<file path="src/rtl/alu_arb_pkg.sv">
// Shared types for the two-requester ALU arbiter: FSM state encoding,
// requester owner ID and the default decode-info width.

`ifndef DECODE_INFO_LEN
`define DECODE_INFO_LEN 32
`endif

package alu_arb_pkg;

    // Arbiter FSM states: wait for a request, drive the ALU, hold the result
    typedef enum logic [1:0] {
        ST_IDLE = 2'd0,
        ST_EXEC = 2'd1,
        ST_RESP = 2'd2
    } arb_state_e;

    // Identifies which requester owns the in-flight operation
    typedef enum logic {
        OWNER_0 = 1'b0,
        OWNER_1 = 1'b1
    } owner_e;

    // Last-grant pointer value after reset, so requester 0 wins first contention
    localparam owner_e PTR_RESET = OWNER_1;

    localparam int DEC_W_DEFAULT = `DECODE_INFO_LEN;

    // Convert a one-hot 2-bit grant into an owner ID
    function automatic owner_e grant_to_owner(input logic [1:0] grant);
        return grant[1] ? OWNER_1 : OWNER_0;
    endfunction

endpackage

</file>
<file path="src/rtl/alu_arb_rr_arb2.sv">
// Two-way round-robin grant: a lone valid requester always wins; on
// contention the requester that was not granted last wins.

module rr_arb2
    import alu_arb_pkg::*;
(
    input  logic [1:0] valid_i,
    input  owner_e     last_i,
    output logic [1:0] grant_o
);

    // One-hot grant from the valid pair and the last-grant pointer
    always_comb begin
        grant_o = 2'b00;
        if (valid_i == 2'b11) begin
            grant_o = (last_i == OWNER_1) ? 2'b01 : 2'b10;
        end else begin
            grant_o = valid_i;
        end
    end

endmodule

</file>
<file path="src/rtl/alu_arb.sv">
// Shares one external combinational ALU between two requesters.
// Each accepted operation takes IDLE -> EXEC -> RESP, with the result held
// in RESP until the owning requester accepts it.

`ifndef DECODE_INFO_LEN
`define DECODE_INFO_LEN 32
`endif

module alu_arb
    import alu_arb_pkg::*;
#(
    parameter int XLEN  = 32,
    parameter int DEC_W = `DECODE_INFO_LEN
) (
    input  logic             clk,
    input  logic             rst_n,

    input  logic             req0_valid,
    output logic             req0_ready,
    input  logic [XLEN-1:0]  req0_rs1,
    input  logic [XLEN-1:0]  req0_rs2,
    input  logic [XLEN-1:0]  req0_imm,
    input  logic [DEC_W-1:0] req0_dec_info,
    input  logic             req0_alu,
    input  logic             req0_alui,

    input  logic             req1_valid,
    output logic             req1_ready,
    input  logic [XLEN-1:0]  req1_rs1,
    input  logic [XLEN-1:0]  req1_rs2,
    input  logic [XLEN-1:0]  req1_imm,
    input  logic [DEC_W-1:0] req1_dec_info,
    input  logic             req1_alu,
    input  logic             req1_alui,

    output logic [XLEN-1:0]  op_rs1,
    output logic [XLEN-1:0]  op_rs2,
    output logic [XLEN-1:0]  exe_imm,
    output logic [DEC_W-1:0] exe_dec_info,
    output logic             exe_alu,
    output logic             exe_alui,
    input  logic [XLEN-1:0]  alu_result,

    output logic             rsp0_valid,
    input  logic             rsp0_ready,
    output logic [XLEN-1:0]  rsp0_result,

    output logic             rsp1_valid,
    input  logic             rsp1_ready,
    output logic [XLEN-1:0]  rsp1_result
);

    arb_state_e       state_q;
    owner_e           ptr_q;
    owner_e           owner_q;
    logic [XLEN-1:0]  rs1_q;
    logic [XLEN-1:0]  rs2_q;
    logic [XLEN-1:0]  imm_q;
    logic [DEC_W-1:0] dec_q;
    logic             alu_q;
    logic             alui_q;
    logic [XLEN-1:0]  result_q;

    logic [1:0]       grant;
    logic             in_idle;
    logic             in_exec;
    logic             in_resp;
    logic             rsp_fire;

    owner_e           owner_d;
    logic [XLEN-1:0]  rs1_d;
    logic [XLEN-1:0]  rs2_d;
    logic [XLEN-1:0]  imm_d;
    logic [DEC_W-1:0] dec_d;
    logic             alu_d;
    logic             alui_d;

    rr_arb2 u_rr_arb2 (
        .valid_i ({req1_valid, req0_valid}),
        .last_i  (ptr_q),
        .grant_o (grant)
    );

    assign in_idle = (state_q == ST_IDLE);
    assign in_exec = (state_q == ST_EXEC);
    assign in_resp = (state_q == ST_RESP);

    assign req0_ready = in_idle & grant[0];
    assign req1_ready = in_idle & grant[1];

    // Select the granted requester's operation for capture (grant is one-hot)
    always_comb begin
        owner_d = grant_to_owner(grant);
        rs1_d   = grant[1] ? req1_rs1      : req0_rs1;
        rs2_d   = grant[1] ? req1_rs2      : req0_rs2;
        imm_d   = grant[1] ? req1_imm      : req0_imm;
        dec_d   = grant[1] ? req1_dec_info : req0_dec_info;
        alu_d   = grant[1] ? req1_alu      : req0_alu;
        alui_d  = grant[1] ? req1_alui     : req0_alui;
    end

    // The response completes only when the owner itself accepts it
    assign rsp_fire = (owner_q == OWNER_0) ? rsp0_ready : rsp1_ready;

    // Arbiter FSM: capture on grant, sample the ALU in EXEC, hold in RESP
    always_ff @(posedge clk) begin
        if (!rst_n) begin
            state_q  <= ST_IDLE;
            ptr_q    <= PTR_RESET;
            owner_q  <= OWNER_0;
            rs1_q    <= '0;
            rs2_q    <= '0;
            imm_q    <= '0;
            dec_q    <= '0;
            alu_q    <= 1'b0;
            alui_q   <= 1'b0;
            result_q <= '0;
        end else begin
            case (state_q)
                ST_IDLE: begin
                    if (grant != 2'b00) begin
                        rs1_q   <= rs1_d;
                        rs2_q   <= rs2_d;
                        imm_q   <= imm_d;
                        dec_q   <= dec_d;
                        alu_q   <= alu_d;
                        alui_q  <= alui_d;
                        owner_q <= owner_d;
                        ptr_q   <= owner_d;
                        state_q <= ST_EXEC;
                    end
                end
                ST_EXEC: begin
                    result_q <= alu_result;
                    state_q  <= ST_RESP;
                end
                ST_RESP: begin
                    if (rsp_fire) begin
                        state_q <= ST_IDLE;
                    end
                end
                default: begin
                    state_q <= ST_IDLE;
                end
            endcase
        end
    end

    // The shared ALU only sees operands while an operation is executing
    assign op_rs1       = in_exec ? rs1_q  : '0;
    assign op_rs2       = in_exec ? rs2_q  : '0;
    assign exe_imm      = in_exec ? imm_q  : '0;
    assign exe_dec_info = in_exec ? dec_q  : '0;
    assign exe_alu      = in_exec & alu_q;
    assign exe_alui     = in_exec & alui_q;

    assign rsp0_valid  = in_resp & (owner_q == OWNER_0);
    assign rsp1_valid  = in_resp & (owner_q == OWNER_1);
    assign rsp0_result = result_q;
    assign rsp1_result = result_q;

endmodule

</file>
<file path="config.mk">
export PLATFORM = sky130hd
export DESIGN_NAME = alu_arb
export DESIGN_NICKNAME = d
export VERILOG_FILES = /design/src/rtl/alu_arb_pkg.sv /design/src/rtl/alu_arb_rr_arb2.sv /design/src/rtl/alu_arb.sv
export SDC_FILE = /design/constraint.sdc
export NUM_CORES = 1
export LEC_CHECK = 0
export BUFFER_PORTS_ARGS = -buffer_cell sky130_fd_sc_hd__buf_4
export CAP_MARGIN = 25
export CORE_AREA = 4 4 189 191
export CTS_CLUSTER_SIZE = 25
export DETAILED_ROUTE_END_ITERATION = 16
export DIE_AREA = 0 0 193 195
export HOLD_SLACK_MARGIN = 0.05
export PLACE_DENSITY = 0.63
export SYNTH_ARGS = -nofsm -noshare
export SYNTH_HDL_FRONTEND = slang
export SYNTH_SLANG_ARGS = --single-unit
</file>
<file path="constraint.sdc">
create_clock -name clk -period 2.6 [get_ports clk]
set_clock_uncertainty 0.1 [all_clocks]
set_input_delay 0.78 -clock clk [delete_from_list [all_inputs] [get_ports clk]]
set_output_delay 0.78 -clock clk [all_outputs]
set_load 0.005 [all_outputs]
</file>
==> flow_summary.json <==
{
  "outcome": "finished clean",
  "max_clock_freq_ghz": 0.3911,
  "dp_hpwl_um": 24050,
  "grt_max_degree": 134,
  "rsz0062_at_grt": "yes",
  "synth.net_count": 1378,
  "ant_nets": 0,
  "firstDrtPassIters": 5,
  "ys_seq_area_frac": 0.3748,
  "n_antenna_cell": 0,
  "post_drt_wl_per_cell_um": 17.73,
  "start_kind": "flop",
  "slowest_delay_ns": 0.39,
  "cts_buffer_depth": 2,
  "slowest_stage": "dfxtp_4",
  "maxCapViolCount": 0,
  "critPathArrivalTime_ns": 1.68,
  "cts.sink_count": 166,
  "period_share": 0.9835,
  "start_util": 0.2599,
  "stdcell_area_mm2": 0.01366,
  "yosysUniqueCellTypes": 28,
  "tns_ns": 0,
  "worst_pin_slew_ns": 0.6880,
  "required_ns": 1.72,
  "critical_path.endpoint_type": "output pin",
  "yosys.area.top_type": "dfxtp_1",
  "synth_top_cell_area_share": 0.3748,
  "initialDrtViolationCount": 396,
  "final_nets": 1793,
  "die_h_um": 195,
  "synthTopCellsByArea": "dfxtp_1 37%, a311oi_2 17%, nand2_1 14%",
  "syn_area_mm2": 0.008867,
  "period_needed_ns": 2.557,
  "wl_met2_um": 16970,
  "finalSetupViolCount": 0,
  "area_growth_pct": 54.03,
  "vias": 9383,
  "grt_first_pass_wirelength_um": 52070,
  "ys_warn_count": 0,
  "path_common_cell": "buf_12",
  "crit_chain": "nor2b_4 -> buf_12 -> buf_12 -> and2_1 -> buf_4",
  "grt_pass1_vias": 9231,
  "syn_inst": 1080,
  "die_area_mm2": 0.03764,
  "maxSlewViolCount": 0,
  "leakagePower_nw": 6.066,
  "worst_ir_drop_vdd_v": 0.0004439,
  "vias_per_cell": 4.780,
  "layout-drive-gt1-share": 0.4642,
  "ys_ff_latch": 166,
  "relSlewSlack": 0.5413,
  "grt_usage": 0.1735,
  "top_layer_used": "met4",
  "gp_routability_congestion": 0.8105,
  "dpl-instance-area_mm2": 0.01290,
  "avgSynthCellArea_um2": 8.210,
  "cts_tree": "done",
  "cts_max_level": 4,
  "wl_met3_um": 3033,
  "numPortBuffers": 495,
  "row_count": 68,
  "hp-class": "reg -> reg",
  "overflow": 0,
  "drt_wl_total_um": 34810,
  "critPathKind": "reg -> out",
  "ios": 496,
  "clk_latency_ns": 0.44,
  "clkSlewWorstSetupHoldPaths_ns": 0.07,
  "die_w_um": 193,
  "coreArea_mm2": 0.03412,
  "cts-root-buf": "clkbuf_16",
  "powerDensity_mw_per_mm2": 571.7,
  "m1WireLength_um": 14060,
  "drcViolationCount": 0,
  "nFillCells": 3456,
  "hold_violations": 0,
  "fin_hold_ws_ns": 0.3729,
  "antenna_found_initial": 0,
  "cts_buffers": 17,
  "crit_fanout": 21
}
==> registers in the layout (all words and copies together) (netlist names), 2 cells and up <==
signal / flops
imm_q: 32
rsp0_result: 32
rs2_q: 32
state_q: 2
rs1_q: 32
dec_q: 32
==> per-stage QoR <==
step                power (mW)  instances  worst slack (ns)  utilization
global route             8.212       1963          -0.01732       0.4003
CTS                      7.870       1962          -0.03724       0.3983
global placement         5.144       1927            0.1624       0.3782
floorplan                4.232       1080            0.2575            -
detailed placement       5.171       1927            0.1597       0.3782
finish                   7.809       1963           0.04293       0.4003
==> kinds of logic after synthesis <==
family | synth area share
and+or+nand+nor | 0.2386
AOI/OAI and AO/OA | 0.2956
DFF | 0.3748
muxes | 0.001129
buffers and inverters | 0.08988
==> worst max-delay path: cells and delay by family, from the launching register on <==
family        cells  cell delay (ns)
buf+inv           3             0.49
flops             1             0.39
simple gates      2             0.33
==> final timing paths <==
check / from / to / slack [ns] / cells past startpoint
worst max-delay path: state_q[1]$_SDFFE_PN0P_ / exe_imm[9] / 0.04 / 5
worst min register to register: rsp0_result[27]$_SDFFE_PN0N_ / rsp0_result[27]$_SDFFE_PN0N_ / 0.37 / 2
worst max register to register: ptr_q$_SDFFE_PN1P_ / dec_q[22]$_SDFFE_PN0P_ / 0.77 / 4
worst min-delay path: rsp0_result[27]$_SDFFE_PN0N_ / rsp0_result[27]$_SDFFE_PN0N_ / 0.37 / 2
==> what timing repair did <==
action | in CTS | in global routing
setup buffers | 1 | 0
gates resized for setup | 2 | 21
gates cloned | 2 | 1
setup endpoints to repair | 89 | 91
hold buffers | 0 | 0
==> power by group <==
| part | internal (mW) | leakage, nW | switching (mW) |
|---|---|---|---|
| Combinational | 1.08 | 4.40 | 1.08 |
| Sequential | 2.84 | 1.38 | 0.170 |
| Clock | 1.48 | 0.286 | 1.16 |
==> Yosys cell counts (all sizes together) <==
| cell | number |
|---|---|
| nand3b | 1 |
| o211ai | 1 |
| nor2b | 1 |
| a21boi | 1 |
| a311oi | 130 |
| inv | 2 |
| dfxtp | 166 |
| or3b | 1 |
| nor3b | 1 |
| a21bo | 1 |
| nor3 | 1 |
| nor2 | 2 |
| buf | 74 |
| a21oi | 164 |
| or2 | 1 |
| and3b | 1 |
| a22oi | 1 |
| mux2i | 1 |
| nand2b | 1 |
| and2 | 131 |
| nand2 | 326 |
| clkbuf | 71 |
| and3 | 1 |
==> routing by layer <==
layer	GRT usage	vias to the layer above
met3	0.05095	37
met1	0.2077	4419
met4	0.05875	0
li1	-	4540
met5	0	-
met2	0.2963	387
==> cell type report <==
type	instances	area (um^2)	area share
tap	455	569.3	0.04168
sequential	166	3327	0.2436
clock inverter	13	145.1	0.01063
timing repair buffer	541	4327	0.3168
clock buffer	19	452.9	0.03316
inverter	2	12.51	0.0009161
multi-input combinational	767	4825	0.3532
==> cells in the final DEF (no fill, tap or decap), types with 2 or more instances in the layout <==
cell and count:
buf_4 522, nand2_1 326, dfxtp_1 165, a21oi_1 163, and2_1 113, a311oi_2 100
a311oi_1 30, and2_4 18, clkbuf_16 18, buf_12 15, inv_6 4, clkinvlp_4 3
clkinv_4 3, buf_16 3, clkbuf_8 2, clkinv_2 2, bufinv_16 2
(Power assumes the default switching activity.)
